===== src/rtl/fwd_hazard_unit.sv =====
// fwd_hazard_unit
//   Forwarding and load-use hazard unit for the pipelined CPU. Tracks the
//   destination records of instructions from EX through the last producer
//   stage that can forward. It produces per-operand bypass selects for EX and
//   a load-use stall request for IF/ID. The unit also keeps a saturating count
//   of load-use stall cycles.
//
// Ports
//   clk_i, rst_i     clock, asynchronous active-high reset
//   stall_i          global freeze from the cache; every record and the counter hold
//   flush_i          squash the ID instruction (taken branch); EX receives a bubble
//   id_rs_i          ID source addresses, operand j at [j*ADDR_W +: ADDR_W]
//   id_rs_used_i     bit j set when source j is really read
//   id_rd_i          ID destination address
//   id_regwrite_i    ID instruction writes the register file
//   id_memread_i     ID instruction is a load
//   fwd_sel_o        per EX operand: 0 = register file, k = producer stage k
//   hazard_stall_o   load-use stall request (hold PC and IF/ID)
//   stall_cnt_o      saturating count of load-use stall cycles
module fwd_hazard_unit #(
  parameter int ADDR_W  = 5,
  parameter int NUM_SRC = 2,
  parameter int DEPTH   = 2,
  parameter int SEL_W   = $clog2(DEPTH + 1),
  parameter int CNT_W   = 16
) (
  input  logic                        clk_i,
  input  logic                        rst_i,
  input  logic                        stall_i,
  input  logic                        flush_i,
  input  logic [NUM_SRC*ADDR_W-1:0]   id_rs_i,
  input  logic [NUM_SRC-1:0]          id_rs_used_i,
  input  logic [ADDR_W-1:0]           id_rd_i,
  input  logic                        id_regwrite_i,
  input  logic                        id_memread_i,
  output logic [NUM_SRC*SEL_W-1:0]    fwd_sel_o,
  output logic                        hazard_stall_o,
  output logic [CNT_W-1:0]            stall_cnt_o
);

  // Source fields and the load flag matter only while a record sits in EX.
  // The producer stages therefore carry just rd and regwrite. This is
  // externally identical to shifting the whole record down the pipe.
  logic [NUM_SRC*ADDR_W-1:0] exRs;
  logic [NUM_SRC-1:0]        exRsUsed;
  logic                      exMemRead;
  logic [ADDR_W-1:0]         recRd [DEPTH+1];
  logic [DEPTH:0]            recRegWrite;

  logic [CNT_W-1:0]          stallCnt;
  logic [NUM_SRC*SEL_W-1:0]  fwdSel;
  logic                      rsMatch;
  logic                      hazard;

  // Scan from the oldest producer down to the youngest so that the youngest
  // match overwrites older ones.
  always_comb begin
    fwdSel = '0;
    for (int unsigned j = 0; j < NUM_SRC; j++) begin
      for (int unsigned k = DEPTH; k >= 1; k--) begin
        if (recRegWrite[k] && (recRd[k] != '0) && exRsUsed[j] &&
            (recRd[k] == exRs[j*ADDR_W +: ADDR_W])) begin
          fwdSel[j*SEL_W +: SEL_W] = SEL_W'(k);
        end
      end
    end
  end

  always_comb begin
    rsMatch = 1'b0;
    for (int unsigned j = 0; j < NUM_SRC; j++) begin
      if (id_rs_used_i[j] && (id_rs_i[j*ADDR_W +: ADDR_W] == recRd[0])) begin
        rsMatch = 1'b1;
      end
    end
  end

  assign hazard = exMemRead & recRegWrite[0] & (recRd[0] != '0) & rsMatch;

  always_ff @(posedge clk_i or posedge rst_i) begin
    if (rst_i) begin
      for (int unsigned k = 0; k <= DEPTH; k++) begin
        recRd[k] <= '0;
      end
      recRegWrite <= '0;
      exRs        <= '0;
      exRsUsed    <= '0;
      exMemRead   <= 1'b0;
      stallCnt    <= '0;
    end else if (!stall_i) begin
      for (int unsigned k = 1; k <= DEPTH; k++) begin
        recRd[k]       <= recRd[k-1];
        recRegWrite[k] <= recRegWrite[k-1];
      end
      if (hazard || flush_i) begin
        recRd[0]       <= '0;
        recRegWrite[0] <= 1'b0;
        exRs           <= '0;
        exRsUsed       <= '0;
        exMemRead      <= 1'b0;
      end else begin
        recRd[0]       <= id_rd_i;
        recRegWrite[0] <= id_regwrite_i;
        exRs           <= id_rs_i;
        exRsUsed       <= id_rs_used_i;
        exMemRead      <= id_memread_i;
      end
      if (hazard && (stallCnt != '1)) begin
        stallCnt <= stallCnt + CNT_W'(1);
      end
    end
  end

  assign fwd_sel_o      = fwdSel;
  assign hazard_stall_o = hazard;
  assign stall_cnt_o    = stallCnt;

endmodule

===== config.mk =====
export PLATFORM = sky130hd
export DESIGN_NAME = fwd_hazard_unit
export DESIGN_NICKNAME = d
export VERILOG_FILES = /design/src/rtl/fwd_hazard_unit.sv
export SDC_FILE = /design/constraint.sdc
export NUM_CORES = 1
export LEC_CHECK = 0
export ABC_CLOCK_PERIOD_IN_PS = 3100
export BUFFER_PORTS_ARGS = -buffer_cell sky130_fd_sc_hd__buf_2
export CAP_MARGIN = 10
export CELL_PAD_IN_SITES_DETAIL_PLACEMENT = 0
export CELL_PAD_IN_SITES_GLOBAL_PLACEMENT = 1
export CORE_MARGIN = 4
export CORE_UTILIZATION = 41
export DETAILED_ROUTE_END_ITERATION = 10
export PLACE_DENSITY = 0.84
export RECOVER_POWER = 50
export REMOVE_ABC_BUFFERS = 1
export SKIP_CTS_REPAIR_TIMING = 1
export SLEW_MARGIN = 10
export SYNTH_ARGS = -nofsm -noshare
export SYNTH_HDL_FRONTEND = slang
export SYNTH_SLANG_ARGS = --single-unit

===== constraint.sdc =====
create_clock -name clk_i -period 3.1 [get_ports clk_i]
set_input_delay 0 -clock clk_i [delete_from_list [all_inputs] [get_ports clk_i]]
set_output_delay 0 -clock clk_i [all_outputs]
set_load 0.005 [all_outputs]

==> results of run 1 <==
-- final timing paths --
| path | from | to | slack [ps] |
|---|---|---|---|
| worst max-delay path | recRd[11] | exRs[7] | 680 |
| max in group asynchronous | rst_i | recRd[7] | 1790 |
| worst min register to register | stall_cnt_o[5] | stall_cnt_o[5] | 490 |
| worst max register to register | recRd[11] | exRs[7] | 680 |
| worst min-delay path | flush_i | exRs[0] | 160 |
| min in group asynchronous | rst_i | stall_cnt_o[10] | 610 |
-- report_power, final --
group          total [mW]  internal, mW  switching (mW)
Clock               0.446         0.240           0.206
Combinational       0.186         0.112          0.0734
Sequential          0.707         0.652          0.0544
Total                1.34          1.00           0.334
-- through the flow --
step,hold slack [ps],worst slack (ps),instances
after CTS,-152.0,691.6,302
after global placement,175.7,723.7,294
after floorplan,128.4,1008,180
after detailed placement,187.0,714.7,294
final,157.6,684.0,322
after global routing,168.2,479.1,322
-- kinds of logic after synthesis --
kind of cell	share of synthesized area
AOI/OAI and AO/OA	0.09141
xor gates and xnor gates	0.1735
adders and majority gates	0.005506
buffers and inverters	0.02313
DFF	0.5176
muxes	0.06443
and+or+nand+nor	0.1244
-- cells in the mapped netlist, drive strengths merged --
cell and instances:
dfrtp 47, xnor2 35, a22o 19, mux2 13
xor2 10, nand4 9, nand2 8, nand3 7
and3 6, nor3 5, and4 4, buf 4
clkbuf 3, inv 3, or4 3, nor4 2
o21ai 2, a21oi 1, and2 1, ha 1
nor2 1, nor3b 1, o211ai 1, o22ai 1
-- layout make-up --
| cell class | instances | area share |
|---|---|---|
| Sequential cell | 47 | 0.4145 |
| Multi-Input combinational cell | 130 | 0.3677 |
| Timing Repair Buffer | 64 | 0.1433 |
| Tap cell | 70 | 0.03086 |
| Clock buffer | 5 | 0.02425 |
| Clock inverter | 3 | 0.01543 |
| Inverter | 3 | 0.003968 |
-- sequential cells by signal, indices dropped and copies added (netlist names) --
name         cells
exMemRead        1
exRs            10
exRsUsed         2
recRegWrite      3
recRd           15
stall_cnt_o     16
-- critical path: stages, from the launching register on --
cell	delay (ps)
dfrtp_1	440
or4_1	550
o211ai_1	210
inv_1	70
and2_1	240
nor3_4	590
a22o_2	250
-- metal layers --
metal,wire [um],part of all wire
met1,2341,0.49
met2,2226,0.46
met3,152,0.032
met4,99,0.021
met5,0,0
==> impl_metrics.tcl, run 1 <==
set metrics [dict create \
    peakVddDrop_mv 0.2792 \
    cts.clk_slew.worst_paths_ps 90 \
    dr.pass1.iters 4 \
    hold_depth 3 \
    grt_max_degree 48 \
    ys_seq_area_frac 0.5176 \
    slew_headroom -0.08689 \
    crit_path_end_kind "register" \
    final.setup.tns_ps 0 \
    syn-mean-instance-area_um2 12.15 \
    syn_area_um2 2272 \
    htree_levels 2 \
    coreArea_um2 5238 \
    synth_cells 187 \
    met3_usage 0.02495 \
    grt_pass1_vias 1498 \
    hpwl_um 3404 \
    ios 44 \
    power.density_nw_per_um2 471.7 \
    crit_fanout 19 \
    cts_tree "done" \
    violations "max-capacitance violations, max-slew violations" \
    reg2regPathDepth 6 \
    start_kind "register" \
    cts_buffers 5 \
    drt_iter0_drc 65 \
    grt.busiest_layer "met1" \
    routed_wl_um 4819 \
    initial_core_util 0.4338 \
    portBuffers 43 \
    root_buffer "clkbuf_8" \
    clock_sinks 47 \
    clock_latency_ps 300 \
    yosysTopAreaCell "dfrtp_1" \
    die_y_um 82.45 \
    die_x_um 82.45 \
    ant_nets 0 \
    grt_first_pass_wirelength_um 7624 \
    ys_types 27 \
    post-route-period-util 0.7794 \
    gr-usage-met2 0.2139 \
    finalInstanceArea_um2 2838 \
    hp-class "input port to register" \
    p_leak_nw 1.332 \
    synth-seq-cells 47 \
    antenna_found_initial 0 \
    routabilityCongestion 0.7641 \
    drive_gt1_frac 0.2579 \
    worst_pin_slew_ps 1630 \
    rows 26 \
    ys_warn_count 0 \
    fmax_ghz 0.4139 \
    grt-ovfl-total 0 \
    seqCellArea_um2 1176 \
    fin_crit_ps 2416 \
    filler_cell_count 458 \
    groute.usage.overall 0.1501 \
    wl_per_cell_um 14.97 \
    drv_slew 35 \
    final_util 0.5418 \
    required_ps 3330 \
    multi_input_area_um2 1044 \
    worstPathArrival_ps 2650 \
    synth.area.top_cells "dfrtp_1, xnor2_1, mux2_2, a22o_2, xor2_1" \
    diodes 0 \
    clk_path_buf_depth 2 \
    vias 1660 \
    rsz0062_at_grt "false" \
    setup_viol_count_final 0 \
    layout_common_cells "dfrtp_1, xnor2_1, buf_2" \
    power_mw 1.339 \
    report.final.hold_viol_count 0 \
    layout_commonest_cell "dfrtp_1" \
    max_cap_violations 1 \
    die-area_um2 6797 \
    remaining_drc_errors 0 \
    areaGrowthSynthToFinish_pct 24.89 \
    synth_top_area_frac 0.5176 \
    dpl_cell_area_um2 2541 \
    outcome "finished with violations" \
    vias_per_cell 5.155 \
    met1_usage 0.2236 \
    critical_path_class "register to register" \
    skew_ps 8.983 \
    fin_nets 275 \
]
No activity file was read; power rests on OpenSTA's default activity.
==> inputs of run 2 (changes only) <==
ABC_CLOCK_PERIOD_IN_PS = 2200   (was 3100)
CORE_UTILIZATION = 39   (was 41)
clock period = 2.2 ns   (was 3.1 ns; I/O delays follow)
==> run 2 against run 1 <==
Net effect:
- the run now ends clean
- hold slack worse by 21 ps
- clock power grew 13%
- final cell count up 2.8%
- global-route usage is 0.58 points lower
- critical endpoint is now stall_cnt_o[1]
==> impl_metrics.tcl, run 2 (synthesis gave the netlist of run 1 again) <==
set metrics [dict create \
    outcome "finished clean" \
    areaGrowthSynthToFinish_pct 26.27 \
    p_sw_uw 465.7 \
    root_buffer "clkbuf_8" \
    remaining_drc_errors 0 \
    crit_path_end_kind "register" \
    coreArea_um2 5574 \
    place_ws_ps 148.5 \
    cp_cell_sequence "or4_1, o211ai_1, inv_1, and2_1, nand2_1, mux2_2" \
    p_sw_frac 0.2625 \
    post-route-period-util 0.9270 \
    slowest_delay_ps 530 \
    clock_latency_ps 300 \
    groute.usage.overall 0.1444 \
    initial_core_util 0.4076 \
    drive_gt1_frac 0.2780 \
    final.setup.tns_ps 0 \
    met3_usage 0.02944 \
    ant_nets 0 \
    grt_pass1_vias 1560 \
    required_ps 2390 \
    power.density_nw_per_um2 618.4 \
    power.share.sequential 0.558 \
    worstPathArrival_ps 2230 \
    routed_wl_um 5075 \
    fmax_ghz 0.4903 \
    die-area_um2 7112 \
    start_kind "register" \
    clock_power_share 0.284 \
    critPathBufInv 1 \
    skew_ps 4.748 \
    slew_headroom 0.4683 \
    drv_slew 0 \
    crit_family "simple AND/OR/NAND/NOR gates" \
    p_leak_nw 1.360 \
    wl_per_cell_um 15.33 \
    vias 1665 \
    clock_sinks 47 \
    fin_cells 331 \
    drt_iter0_drc 94 \
    rows 27 \
    setup_slack_ps 160.5 \
    grt_max_degree 25 \
    clk_path_buf_depth 2 \
    crit_start "recRd[11]" \
    grt.busiest_layer "met1" \
    p_int_mw 1.308 \
    vias_per_cell 5.030 \
    min_from "stall_i" \
    largest_register_ffs 16 \
    cts.clk_slew.worst_paths_ps 80 \
    die_x_um 84.33 \
    dr.pass1.iters 4 \
    report.final.hold_viol_count 0 \
    max_cap_violations 0 \
    ios 44 \
    grt_first_pass_wirelength_um 8142 \
    diodes 0 \
    fin_nets 282 \
    peakVddDrop_mv 0.3520 \
    reg2reg_from "recRd[11]" \
    met1_usage 0.2084 \
    layout_common_cells "dfrtp_1, buf_2, xnor2_1" \
    hpwl_um 3653 \
    dpl_cell_area_um2 2609 \
    routabilityCongestion 0.7933 \
    dp_cells 303 \
    p_comb_frac 0.159 \
    critPathSlowestCell "or4_1" \
    portBuffers 43 \
    antenna_found_initial 0 \
    layout_commonest_cell "dfrtp_1" \
    htree_levels 2 \
    cts_tree "done" \
    cts_buffers 5 \
    fin_crit_ps 2039 \
    gr-usage-met2 0.2059 \
    grt-ovfl-total 0 \
    hp-class "input port to register" \
    finalInstanceArea_um2 2869 \
    worst_pin_slew_ps 797.5 \
    crit_fanout 6 \
    rsz0062_at_grt "false" \
    critical_path_class "register to register" \
    setup_viol_count_final 0 \
    die_y_um 84.33 \
]
-- run 2: cell count changes in the layout (fill, tap and decap cells not counted) --
cell / delta
buf_2: +5
buf_12: +1
clkbuf_1: +1
bufinv_16: -1
clkbuf_2: -1
clkinv_4: -1
buf_4: +3
and4_2: +1
and4_1: -1
-- run 2: worst reg2reg max path, stage by stage (launching register included) --
cell      delay [ps]
dfrtp_1          380
or4_1            530
o211ai_1         220
inv_1             70
and2_1           240
nand2_1          140
mux2_2           340
-- run 2: worst paths after layout --
check | slack (ps) | end | cells after the start
setup reg to reg | 160 | stall_cnt_o[1] | 6
min in group asynchronous | 240 | stall_cnt_o[11] | 3
hold reg to reg | 500 | stall_cnt_o[12] | 1
setup / recovery | 160 | stall_cnt_o[1] | 6
max in group asynchronous | 900 | stall_cnt_o[9] | 4
hold / removal | 140 | exRsUsed[0] | 2
-- run 2: power by group through the flow --
stage	Clock, mW	Sequential [mW]	Combinational (mW)
after floorplan	0	0.989	0.175
after global routing	0.556	1.00	0.313
after global placement	0	1.01	0.256
after CTS	0.515	0.990	0.262
after detailed placement	0	1.01	0.260
final	0.503	0.990	0.281
-- run 2: metrics by stage --
step                utilization  hold WS [ps]  total power [mW]
finish                   0.5147         136.5             1.774
CTS                      0.4826        -307.7             1.767
global route             0.5147         146.2             1.868
global placement         0.4680         17.57             1.261
detailed placement       0.4680         20.89             1.268
floorplan                     -         128.4             1.164
-- run 2: layout make-up --
class	count	area, um^2
Clock inverter	1	5.005
Inverter	3	11.26
Timing Repair Buffer	71	465.4
Tap cell	72	90.09
Sequential cell	47	1176
Fill cell	488	2705
Multi-Input combinational cell	130	1045
Clock buffer	7	76.32
-- run 2: routing by layer --
layer	wire length [um]	part of all wire
met1	2484	0.49
met2	2336	0.46
met5	0	0
met4	110	0.022
met3	144	0.028
==> inputs of run 3 (changes only) <==
CORE_UTILIZATION = 34   (was 39)
PLACE_DENSITY = 0.76   (was 0.84)
==> run 3 against run 2 <==
Net effect:
- routed wire length is 1.1% higher
- largest cell class unchanged
- setup slack got worse by 37 ps
- clock power increased by 9.9%
- final cell count is 2.7% higher
- critical path depth rose by 2
- first-iteration DRC count shrank 19%
- highest routed layer unchanged
- fmax is 1.8% lower
==> impl_metrics.tcl, run 3 (synthesis gave the netlist of run 1 again) <==
set metrics [dict create \
    reg2regPathDepth 8 \
    skew_ps 9.804 \
    report.final.hold_viol_count 0 \
    critical_path_class "register to register" \
    hpwl_um 3672 \
    hold_depth 2 \
    power.density_nw_per_um2 619.3 \
    crit_path_end_kind "register" \
    layout_commonest_cell "dfrtp_1" \
    coreArea_um2 6422 \
    areaGrowthSynthToFinish_pct 31.11 \
    routed_wl_um 5130 \
    fin_nets 286 \
    initial_core_util 0.3538 \
    filler_cell_count 579 \
    diodes 0 \
    ios 44 \
    worstPathArrival_ps 2310 \
    final_util 0.4639 \
    vias 1645 \
    start_kind "register" \
    p_leak_nw 1.424 \
    cts_tree "done" \
    grt_max_degree 48 \
    layout_common_cells "dfrtp_1, buf_2, xnor2_1" \
    multi_input_area_um2 1050 \
    worst_pin_slew_ps 1140 \
    setup_slack_ps 123.8 \
    cts.clk_slew.worst_paths_ps 80 \
    max_cap_violations 0 \
    clock_sinks 47 \
    seqCellArea_um2 1177 \
    crit_fanout 6 \
    peakVddDrop_mv 0.2218 \
    drv_slew 0 \
    power_mw 1.845 \
    wl_per_cell_um 15.09 \
    drive_gt1_frac 0.3232 \
    portBuffers 43 \
    slew_headroom 0.2400 \
    vias_per_cell 4.838 \
    required_ps 2430 \
    ant_nets 0 \
    fin_hold_ws_ps 135.3 \
    worstReg2RegEnd "recRd[10]" \
    reg2reg_from "recRd[12]" \
    rrSetupSlack_ps 120 \
    dr.pass1.iters 4 \
    groute.usage.overall 0.1283 \
    die_x_um 89.75 \
    setup_viol_count_final 0 \
    fin_crit_ps 2076 \
    outcome "finished clean" \
    largest_register_ffs 16 \
    clk_path_buf_depth 2 \
    grt-ovfl-total 0 \
    die-area_um2 8055 \
    dp_cells 306 \
    drt_iter0_drc 76 \
    die_y_um 89.75 \
    fmax_ghz 0.4817 \
    routabilityCongestion 0.7371 \
    grt_first_pass_wirelength_um 8369 \
    fin_cells 340 \
    rows 29 \
    place_ws_ps 63.45 \
    hp-class "input port to register" \
    clock_latency_ps 300 \
    root_buffer "clkbuf_8" \
    cts_buffers 5 \
    holdPathEnd "exRs[0]" \
    grt_pass1_vias 1628 \
    htree_levels 2 \
    antenna_found_initial 0 \
    remaining_drc_errors 0 \
    min_from "stall_i" \
    post-route-period-util 0.9437 \
]
==> run 3: area by class of cell <==
class	instances	share of cell area
Clock buffer	8	0.03360
Timing Repair Buffer	75	0.1827
Tap cell	77	0.03234
Inverter	3	0.003780
Sequential cell	47	0.3952
Multi-Input combinational cell	130	0.3524
==> run 3: worst max path at each step <==
stage / start / endpoint / slack, ps / cells after the start
after floorplan: recRd[11] / exRsUsed[1] / 110 / 6
after global placement: recRd[12] / recRd[13] / 150 / 7
after detailed placement: recRd[13] / exRs[8] / 60 / 7
after CTS: recRd[13] / recRd[11] / 50 / 7
after global routing: recRd[12] / recRd[14] / -9 / 8
final: recRd[12] / recRd[10] / 120 / 8
==> run 3: worst max-delay path, stage by stage (launching register included) <==
cell and delay (ps):
dfrtp_1 410, or4_4 520, o211ai_1 240, inv_1 80, and2_4 190, nor3_4 190, buf_12 140, clkbuf_16 130
a22o_2 120
==> run 3: where the power goes <==
part | internal, mW | switching (mW)
Combinational | 0.182 | 0.116
Sequential | 0.919 | 0.0747
Clock | 0.287 | 0.266
==> run 3: metrics by stage <==
stage	instance area [um^2]	TNS, ps
after floorplan	2231	0
after global placement	2587	0
after detailed placement	2587	0
after CTS	2688	0
after global routing	2979	-27.90
final	2979	0
==> run 3: metal layers <==
layer  vias to the layer above  wire length [um]  GRT usage  share of wire
li1                        832                 -          -              -
met5                         -                 0          0              0
met4                         0                60    0.05364          0.012
met2                        19              2554     0.2074           0.50
met3                         4               113    0.02337          0.022
met1                       790              2401     0.1696           0.47
